<file path="src/rtl/indication_output_queue_pkg.sv">
// rtl/indication_output_queue_pkg.sv - tag width, tag encoding and entry layout shared by the queue
package indication_output_queue_pkg;

  localparam int TAG_W      = 32;
  localparam int IND_DATA_W = 32;

  typedef logic [TAG_W-1:0] tag_t;

  // Word layout presented on the pipe side at the default field width: {v, meth, tag}.
  typedef struct packed {
    logic [IND_DATA_W-1:0] v;
    logic [IND_DATA_W-1:0] meth;
    tag_t                  tag;
  } ind_entry_t;

  function automatic tag_t encode_tag(input tag_t ch);
    return ch + tag_t'(1);
  endfunction

endpackage

</file>
<file path="src/rtl/indication_output_queue_rr_arbiter.sv">
// rtl/indication_output_queue_rr_arbiter.sv - round-robin pick among requesting channels
// With no request the grant rests on ptr so the head-of-line channel sees ready.
module rr_arbiter #(
  parameter int NUM_CH = 2,
  parameter int PTR_W  = 1
) (
  input  logic [NUM_CH-1:0] req,
  input  logic [PTR_W-1:0]  ptr,
  output logic [PTR_W-1:0]  grant,
  output logic              grant_valid
);

  always_comb begin
    grant       = ptr;
    grant_valid = 1'b0;
    // Walk offsets from farthest to nearest so the channel closest to ptr wins last.
    for (int i = NUM_CH - 1; i >= 0; i--) begin
      for (int c = 0; c < NUM_CH; c++) begin
        if (req[c] && (((int'(ptr) + i) % NUM_CH) == c)) begin
          grant       = PTR_W'(c);
          grant_valid = 1'b1;
        end
      end
    end
  end

endmodule

</file>
<file path="src/rtl/indication_output_queue.sv">
// rtl/indication_output_queue.sv - arbitrated indication channels into a circular queue feeding one pipe
// Optional IND_OUT_QUEUE_BYPASS_EN forwards a request straight through when the queue is empty.
module indication_output_queue
  import indication_output_queue_pkg::*;
#(
  parameter int NUM_CH = 2,
  parameter int DATA_W = 32,
  parameter int DEPTH  = 4
) (
  input  logic                      CLK,
  input  logic                      RST,
  input  logic [NUM_CH-1:0]         indication_heard__ENA,
  input  logic [NUM_CH*DATA_W-1:0]  indication_heard_meth,
  input  logic [NUM_CH*DATA_W-1:0]  indication_heard_v,
  output logic [NUM_CH-1:0]         indication_heard__RDY,
  output logic                      pipe_enq__ENA,
  output logic [2*DATA_W+TAG_W-1:0] pipe_enq_v,
  input  logic                      pipe_enq__RDY
);

  localparam int AW    = $clog2(DEPTH);
  localparam int PTR_W = (NUM_CH > 1) ? $clog2(NUM_CH) : 1;
  localparam int EW    = 2 * DATA_W + TAG_W;

  logic [AW:0]        wr_ptr;
  logic [AW:0]        rd_ptr;
  logic [PTR_W-1:0]   rr_ptr;
  logic [PTR_W-1:0]   grant;
  logic               grant_valid;
  logic [EW-1:0]      mem [DEPTH];

  logic               full;
  logic               empty;
  logic               accept;
  logic               dequeue;
  logic               bypass;
  logic               write_en;
  logic [DATA_W-1:0]  sel_meth;
  logic [DATA_W-1:0]  sel_v;
  logic [EW-1:0]      in_word;

  // The extra wrap bit separates full from empty when the indices coincide.
  assign empty = (wr_ptr == rd_ptr);
  assign full  = (wr_ptr[AW] != rd_ptr[AW]) && (wr_ptr[AW-1:0] == rd_ptr[AW-1:0]);

  rr_arbiter #(
    .NUM_CH (NUM_CH),
    .PTR_W  (PTR_W)
  ) u_arb (
    .req         (indication_heard__ENA),
    .ptr         (rr_ptr),
    .grant       (grant),
    .grant_valid (grant_valid)
  );

  always_comb begin
    sel_meth              = '0;
    sel_v                 = '0;
    indication_heard__RDY = '0;
    for (int c = 0; c < NUM_CH; c++) begin
      if (grant == PTR_W'(c)) begin
        sel_meth                 = indication_heard_meth[c*DATA_W +: DATA_W];
        sel_v                    = indication_heard_v[c*DATA_W +: DATA_W];
        indication_heard__RDY[c] = !RST && !full;
      end
    end
  end

  // grant_valid already implies the granted channel is requesting.
  assign accept  = grant_valid && !RST && !full;
  assign in_word = {sel_v, sel_meth, encode_tag(TAG_W'(grant))};
  assign dequeue = !empty && pipe_enq__RDY;

`ifdef IND_OUT_QUEUE_BYPASS_EN
  assign bypass = accept && empty && pipe_enq__RDY;
`else
  assign bypass = 1'b0;
`endif

  assign write_en      = accept && !bypass;
  assign pipe_enq__ENA = dequeue || bypass;
  assign pipe_enq_v    = dequeue ? mem[rd_ptr[AW-1:0]] : (bypass ? in_word : '0);

  always_ff @(posedge CLK or posedge RST) begin
    if (RST) begin
      wr_ptr <= '0;
      rd_ptr <= '0;
      rr_ptr <= '0;
      for (int i = 0; i < DEPTH; i++) begin
        mem[i] <= '0;
      end
    end else begin
      if (write_en) begin
        mem[wr_ptr[AW-1:0]] <= in_word;
        wr_ptr              <= wr_ptr + (AW+1)'(1);
      end
      if (dequeue) begin
        rd_ptr <= rd_ptr + (AW+1)'(1);
      end
      if (accept) begin
        rr_ptr <= (grant == PTR_W'(NUM_CH - 1)) ? '0 : grant + PTR_W'(1);
      end
    end
  end

endmodule

</file>
<file path="config.mk">
export PLATFORM = sky130hd
export DESIGN_NAME = indication_output_queue
export DESIGN_NICKNAME = d
export VERILOG_FILES = /design/src/rtl/indication_output_queue_pkg.sv /design/src/rtl/indication_output_queue_rr_arbiter.sv /design/src/rtl/indication_output_queue.sv
export SDC_FILE = /design/constraint.sdc
export NUM_CORES = 1
export LEC_CHECK = 0
export ABC_AREA = 1
export BUFFER_PORTS_ARGS = -buffer_cell sky130_fd_sc_hd__buf_2
export CAP_MARGIN = 5
export CORE_MARGIN = 2
export CORE_UTILIZATION = 25
export DETAILED_ROUTE_END_ITERATION = 16
export HOLD_SLACK_MARGIN = 0.03
export MAX_ROUTING_LAYER = met4
export PLACE_DENSITY = 0.53
export SETUP_SLACK_MARGIN = 0.05
export SYNTH_ARGS = -nofsm -noshare
export SYNTH_HDL_FRONTEND = slang
export SYNTH_HIERARCHICAL = 1
export SYNTH_SLANG_ARGS = --single-unit
</file>
<file path="constraint.sdc">
create_clock -name CLK -period 14.95 [get_ports CLK]
set_clock_uncertainty 0.1 [all_clocks]
set_input_delay 2.99 -clock CLK [delete_from_list [all_inputs] [get_ports CLK]]
set_output_delay 2.99 -clock CLK [all_outputs]
set_load 0.05 [all_outputs]
</file>
# Yosys cells after proc, flatten, opt, wreduce, memory -nomap -nowiden
# Index checks and enable logic that the tools add are counted.
[op_classes]
n_mux = 20
reduce_logical = 15
n_addsub = 5
n_eq_ne = 4
n_lt_le_gt_ge = 3
bitwise_logic = 3
[ops]
columns = ["cell", "n"]
rows = [
  ["bitwise mux 384 bit", 1],
  ["2-to-1 mux 96 bit", 4],
  ["binary-select mux 96 bit (select 2 bit)", 1],
  ["demux 96 bit (select 2 bit)", 1],
  ["zero test 32 bit", 2],
  ["2-to-1 mux 32 bit", 2],
  ["2-to-1 mux 1 bit", 11],
  ["logical AND 1 bit", 10],
  ["adder 3 x 1 -> 3 bit (second input constant)", 2],
  ["greater-or-equal comparator 3 bit (second input constant)", 2],
  ["NOT 2 -> 3 bit", 2],
  ["== test 3 bit", 1],
  ["zero test 1 bit", 3],
  ["< comparator 3 x 1 -> 1 bit (second input constant)", 1],
  ["adder 1 bit (second input constant)", 2],
  ["adder 1 x 1 -> 2 bit (second input constant)", 1],
  ["== test 2 bit", 1],
  ["== test 2 bit (second input constant)", 1],
  ["bitwise AND 1 bit (first input constant)", 1],
  ["!= test 1 bit", 1],
]
[totals]
input_bits = 133
regBits = 391

# Longest topological paths before layout
# Gate-level depths: netlist (run 1).
[depth]
ltp_word = 10
depth_mapped = 11
depth_no_buf = 8

# Hierarchy
# The synthesis (run 1) kept the hierarchy.
[modules_own_cells]
columns = ["module", "cells_each", "area_each_um2", "n_inst"]
rows = [
  ["indication_output_queue", 1989, 14480.1, 1],
  ["rr_arbiter", 4, 18.8, 1],
]

# Least setup slack after synthesis (run 1)
# OpenSTA, ideal clock, no wires.
[synth_timing]
path_type = "input-to-output"
from = "input RST"
to = "output indication_heard__RDY[0]"
slack_ps = 2017
n_path_buf = 0
arrival_ps = 9843
cell_stages = 3
required_time_ps = 11860
cell_sequence = "inv_1 nand2_1 nor2_1"
[synth_between]
elab_chain_len = 3
[synth_lines]
columns = ["item", "line", "source"]
rows = [
  ["start: declaration", "indication_output_queue.sv:11", "input logic RST,"],
  ["zero test 1 bit (no line)", "n/a", ""],
  ["logical AND 1 bit", "indication_output_queue.sv:64", "indication_heard__RDY[c] = !RST && !full;"],
  ["2-to-1 mux 1 bit", "indication_output_queue.sv:61", "if (grant == PTR_W'(c)) begin"],
  ["end: declaration", "indication_output_queue.sv:15", "output logic [NUM_CH-1:0] indication_heard__RDY,"],
]
# Every way passes these cells.

# Final worst setup path (run 1)
[layout_timing]
from = "input indication_heard__ENA[1]"
to = "output indication_heard__RDY[1]"
[layout_between]
elab_chain_len = 5
elab_cells_between_ends = 6
[layout_lines]
columns = ["item", "line", "source"]
rows = [
  ["start: declaration", "indication_output_queue.sv:12", "input logic [NUM_CH-1:0] indication_heard__ENA,"],
  ["logical AND 1 bit", "indication_output_queue_rr_arbiter.sv:19", "if (req[c] && (((int'(ptr) + i) % NUM_CH) == c)) begin"],
  ["2-to-1 mux 1 bit (2 in a row)", "indication_output_queue_rr_arbiter.sv:19", ""],
  ["2-to-1 mux 1 bit (*)", "indication_output_queue_rr_arbiter.sv:19", ""],
  ["via grant", "indication_output_queue.sv:28", "logic [PTR_W-1:0] grant;"],
  ["2-to-1 mux 1 bit (*)", "indication_output_queue.sv:61", ""],
]
# Mark *: on every way through the listed nets, which the timed path passes. The rest lies on a longest branch.

==> run metrics, run 1 <==
status completed; crit end category primary output; Final min period 7.42 ns; Finished Layout Cells 2857; clock buffer depth 3; CTS Buf Count 36; Total GRT Usage 18.1%; Initial Utilization 25.2%; initial antenna violation count 3; CP delay by family, top buffers and inverters; CTS root buffer clkbuf_16; Simple-Gate Fraction of Synth Area 38.2%; worst reg-to-reg setup slack 10.08 ns; Post-DP HPWL 28700 um; Worst R2R End mem[45]; Synth area leaders dfrtp_1, nand2_1, nand4_1; Seq cells post-synth 271; area share of fa/ha/maj cells after synthesis 0.431%; cells after synthesis 1993; total I/O pin count 232; Power Density 241 nW/um^2; Layout Nets 2204; Worst-Skew Late Latency 0.54 ns; fmax 0.135 GHz; Leak 8.69 nW; Max VDD drop 181 uV; GRT overflow 0; routability cong. 0.790; # Post-CTS Setup Buffers 0; WL per Instance 18.6 um; crit-path cells buf_2, nor2_1, a21oi_4, inv_2, buf_4, nor2_1, buf_2; Worst Tran Pin Value 1.21 ns; Std-Cell Rows 88; FF/Latch Area 6790 um^2; CTS Hold Bufs 0; xor/xnor share of the synthesized area 0.0604%; Critical-path top delay cell buf_4; FF-to-FF path depth 8; CP Depth 7; Max FO, Critical Path 69; Multi-input gate area 6850 um^2; Die Y 245 um; Synth Cell Area 14500 um^2; Hold Path Cell Cnt 2; CORE AREA 57500 um^2; period utilisation layout 49.6%; main combinational cell family by area after synthesis simple AND/OR/NAND/NOR gates; WL final 53200 um; RSZ-0062 raised after global routing false; placed insts 2793; H-tree level count 2; Area Growth Syn to Fin 16.5%; Fillers 6276; Initial DRT Pass Iterations 5; post-synth cell types 21; CP max stage delay 0.60 ns; Crit path buffers/inverters 4; HP Start mem[51]; CP Launch Type input port; largest net degree at the start of global routing 107; CTS sink count 271; max-slew violations 0; port buffer count 201; WHS Endpoint mem[51]; Worst slew margin 19.2%; Mean Syn Cell Area 7.27 um^2; # resized after CTS 0; DRT antenna net count 0; via count 14180; proportion of layout cells with a drive suffix above 1 13.6%; Max Cap Viol 0; Setup TNS Final 0 ns; Crit Path Class input port to primary output; worst hold path class flip-flop to flip-flop; die width 245 um; leading area contributor after synthesis dfrtp_1; CTS tree yes; DR iter-0 viols 1054; mux contribution to synthesized area 0%; Die Area 59900 um^2; CP Data Required Time 11.86 ns; Synth warnings 6; share of the synthesized area in the top cell type 46.8%; final setup fails 0; clock-pin transition on the worst setup and hold timing paths 0.05 ns; post-synthesis sequential area ratio 46.8%; vias per inst 4.96; vias in the first global route 13754; first-pass GRT wire length 82500 um; reg2reg start rd_ptr[0]; final hold vios 0; crit path DAT 4.33 ns; Synth Area in Compound Gates 6.90%; DRC errors left 0
## stage by stage
step | total power, W | setup slack (ns) | utilization (%) | hold slack [ns] | area [um^2]
final | 0.00407 | 7.53 | 29.4 | 0.360 | 16900
after global routing | 0.00437 | 7.39 | 29.4 | 0.378 | 16900
after CTS | 0.00411 | 7.50 | 29.4 | 0.367 | 16900
after detailed placement | 0.00327 | 7.50 | 27.5 | 0.353 | 15800
after global placement | 0.00325 | 7.48 | 27.5 | 0.348 | 15800
after floorplan | 0.00267 | 2.02 | - | 0.337 | 14600
## worst register-to-register path, cell delays in order, from the launching register on
cell	delay [ns]
dfrtp_4	0.97
inv_4	0.52
nand2_1	0.19
nand2_1	0.12
nand3_4	0.62
buf_4	0.99
buf_4	0.89
nand4_1	0.29
nand2_1	0.12
## cell families after synthesis
kind of cell,Yosys count
AND/OR/NAND/NOR,1291
other,1
buffers and inverters,224
XOR/XNOR,1
adder cells (fa/ha/maj),5
AO/OA/AOI/OAI,200
flip-flops,271
## cell usage after synthesis
master,number
ha_1,5
nand4_1,265
inv_1,8
buf_2,62
clkinv_1,1
dfrtp_1,271
nand3_1,8
nor2_1,268
or2_1,1
nand3_2,3
inv_4,1
buf_6,1
nand2_1,746
clkbuf_1,66
conb_1,1
buf_1,38
xor2_1,1
a21oi_1,67
inv_2,1
buf_4,46
o21ai_0,133
## registers in the layout, summed over array words and instances (netlist names)
name and flops:
mem 264, rr_ptr 1, wr_ptr 3, rd_ptr 3
## report_power, final
| group | switching, W | internal [W] |
|---|---|---|
| Combinational | 0.00148 | 0.000475 |
| Clock | 0.000332 | 0.000489 |
| Sequential | 0.000236 | 0.00106 |
## area by class of cell
cell class	instances	area share, %
Clock buffer	57	6.34
Inverter	11	0.304
Sequential cell	271	40.2
Antenna cell	3	0.0444
Tap cell	765	5.66
Timing Repair Buffer	219	6.75
Clock inverter	4	0.178
Multi-Input combinational cell	1527	40.5
## layout by cell type, fill, tap and decap left out
master        n
nor2_1      267
nand3_4       5
inv_8         1
buf_4        18
inv_1         7
nand3_1       6
clkbuf_8      7
o21ai_0     133
dfrtp_1     269
inv_4         1
xor2_1        1
dfrtp_4       2
clkbuf_16    37
buf_2       201
a21oi_1      66
clkbuf_1     13
conb_1       30
ha_4          4
nand2_4       1
or2_1         1
nand2_1     745
clkinv_4      2
diode_2       3
nor2_4        1
clkinv_2      1
nand4_1     265
a21oi_4       1
inv_2         2
clkinvlp_4    1
ha_1          1
## layer usage
metal / GRT usage (%) / up-vias / wire, um
li1: - / 6703 / -
met1: 24.1 / 6885 / 24300
met2: 28.3 / 508 / 24300
met3: 2.72 / 84 / 3240
met4: 5.65 / 0 / 1380
met5: - / - / 0
## worst max path at each step
| stage | from | slack [ns] | end |
|---|---|---|---|
| 2_1_floorplan | RST | 2.02 | indication_heard__RDY[0] |
| 3_3_place_gp | indication_heard__ENA[1] | 7.48 | indication_heard__RDY[1] |
| 3_5_place_dp | indication_heard__ENA[1] | 7.50 | indication_heard__RDY[1] |
| 4_1_cts | indication_heard__ENA[1] | 7.50 | indication_heard__RDY[1] |
| 5_1_grt | indication_heard__ENA[1] | 7.39 | indication_heard__RDY[0] |
| 6_report | indication_heard__ENA[1] | 7.53 | indication_heard__RDY[1] |
Power figures use the tool's default switching activity.
==> run 2: changes to the inputs <==
Clock period 14.95 ns to 7.4 ns, I/O delays scaled along.
==> run metrics, run 2 (synthesis results as in run 1) <==
status completed; max reg flops 264 (unchanged); crit-path cells inv_4, nand2_1, nand2_1, nand3_1, nand2_4, a21oi_1, buf_2; # resized after CTS 0 (unchanged); Max FO, Critical Path 81 (+17%); Hold Path Cell Cnt 2 (unchanged); period utilisation layout 72.7%; Worst R2R End mem[236]; Area Growth Syn to Fin 16.6% (about the same); CTS sink count 271 (unchanged); crit end category primary output; clock-pin transition on the worst setup and hold timing paths 0.06 ns (about the same); CP Launch Type flip-flop; die width 245 um (unchanged); CTS Hold Bufs 0 (unchanged); Fillers 6277 (+0.016%); # Post-CTS Setup Buffers 0 (unchanged); fmax 0.186 GHz; Worst slew margin 17.5% (-1.6 points); proportion of layout cells with a drive suffix above 1 13.5% (-0.10 points); DRT antenna net count 0 (unchanged); GRT overflow 0 (unchanged); worst reg-to-reg setup slack 2.79 ns (-7.29 ns); CP delay by family, top flip-flops; Critical-path top delay cell dfrtp_4; Worst Tran Pin Value 1.24 ns (+0.0243 ns); Crit path buffers/inverters 2 (-2); port buffer count 201 (unchanged); Power Density 489 nW/um^2 (+100%); Post-DP HPWL 28100 um (-2.1%); Leak 8.69 nW (about the same); CTS tree yes; largest net degree at the start of global routing 181 (+69%); Die Y 245 um (unchanged); first-pass GRT wire length 80700 um (-2.1%); cell mode on critical path nand2_1; WL per Instance 18.2 um (-2.1%); CTS root buffer clkbuf_16; WHS Endpoint mem[253]; initial antenna violation count 1 (-2); Initial DRT Pass Iterations 5 (unchanged); CORE AREA 57500 um^2 (unchanged); Multi-input gate area 6850 um^2 (unchanged); Finished Layout Cells 2849 (-0.28%); clock buffer depth 3 (unchanged); crit path DAT 3.80 ns (-0.53 ns); largest reg by FF count mem; H-tree level count 2 (unchanged); HP Start mem[253]; Regs by FF count mem: 264 flops, rd_ptr: 3 flops, wr_ptr: 3 flops; Total GRT Usage 17.5% (-0.56 points); placed insts 2788 (-0.18%); Die Area 59900 um^2 (unchanged); Setup TNS Final 0 ns (unchanged); RSZ-0062 raised after global routing false; most frequent cells in the layout nand2_1, dfrtp_1, nor2_1; CTS Buf Count 34 (-5.6%); reg2reg start rd_ptr[0]; via count 13990 (-1.3%); Layout Nets 2197 (-0.32%); DRC errors left 0 (unchanged); CP Data Required Time 5.82 ns (-6.04 ns); most common cell after layout, fill and taps aside nand2_1; WL final 52000 um (-2.4%); design area 16900 um^2 (about the same); CP max stage delay 1.09 ns (+0.49 ns); Final min period 5.38 ns; routability cong. 0.763 (-3.4%); vias in the first global route 13461 (-2.1%); worst hold path class flip-flop to flip-flop; Worst-Skew Late Latency 0.52 ns (-0.02 ns); CP Launch Point rd_ptr[0]; vias per inst 4.91 (-1.1%); final setup fails 0 (unchanged); Initial Utilization 25.2% (unchanged); dpl cell area 15800 um^2 (-0.10%); max-slew violations 0 (unchanged); total I/O pin count 232 (unchanged); Crit Path Class flip-flop to primary output; FF-to-FF path depth 8 (unchanged); FF/Latch Area 6790 um^2 (unchanged); Max VDD drop 291 uV (+61%); Max Cap Viol 0 (unchanged); final hold vios 0 (unchanged); DR iter-0 viols 1239 (+18%); Std-Cell Rows 88 (unchanged)
## run 2: cell types whose count changed in the layout (fill, tap and decap cells not counted), sizes merged
cell,delta
clkbuf,-4
clkinv,+2
inv,-1
diode,-2
bufinv,+2
buf,-5
## run 2: power breakdown
| group | leakage (nW) | switching [W] | total, W | internal, W |
|---|---|---|---|---|
| Clock | 0.559 | 0.000668 | 0.00171 | 0.00104 |
| Combinational | 4.70 | 0.00297 | 0.00393 | 0.000967 |
| Sequential | 3.43 | 0.000492 | 0.00263 | 0.00213 |
| Total | 8.69 | 0.00413 | 0.00827 | 0.00414 |
## run 2: layout make-up
cell class                 count  area share, %
antenna                        1         0.0148
clock buffer                  53           6.19
clock inverter                 7          0.525
inverter                      11          0.281
multi-input combinational   1527           40.5
sequential                   271           40.2
tap                          765           5.66
timing repair buffer         214           6.67
## run 2: worst max path at each step
stage | cells after the start | end | slack, ns
6_report | 7 | pipe_enq_v[0] | 2.02
5_1_grt | 7 | pipe_enq_v[46] | 1.62
4_1_cts | 7 | pipe_enq_v[89] | 1.88
3_5_place_dp | 7 | pipe_enq_v[89] | 2.45
3_3_place_gp | 7 | pipe_enq_v[1] | 2.58
2_1_floorplan | 3 | indication_heard__RDY[0] | -0.14
## run 2: worst min-delay path, cell delays in order (launching register included)
cell     delay (ns)
dfrtp_1        0.33
nand2_1        0.05
nand2_1        0.05
## run 2: routing by layer
metal / track usage (%) / vias up / share of wire, %
met1: 23.7 / 6788 / 46
met4: 3.50 / 0 / 1.5
met5: - / - / 0
met3: 3.02 / 55 / 6.5
met2: 27.7 / 473 / 46
li1: - / 6674 / -
## run 2: stage by stage
stage / util [%] / total power [W] / setup slack [ns] / hold WS (ns)
2_1_floorplan: - / 0.00540 / -0.138 / 0.337
6_report: 29.4 / 0.00827 / 2.02 / 0.364
3_3_place_gp: 27.4 / 0.00657 / 2.58 / 0.347
3_5_place_dp: 27.4 / 0.00661 / 2.45 / 0.353
5_1_grt: 29.4 / 0.00889 / 1.62 / 0.384
4_1_cts: 29.4 / 0.00835 / 1.88 / 0.367
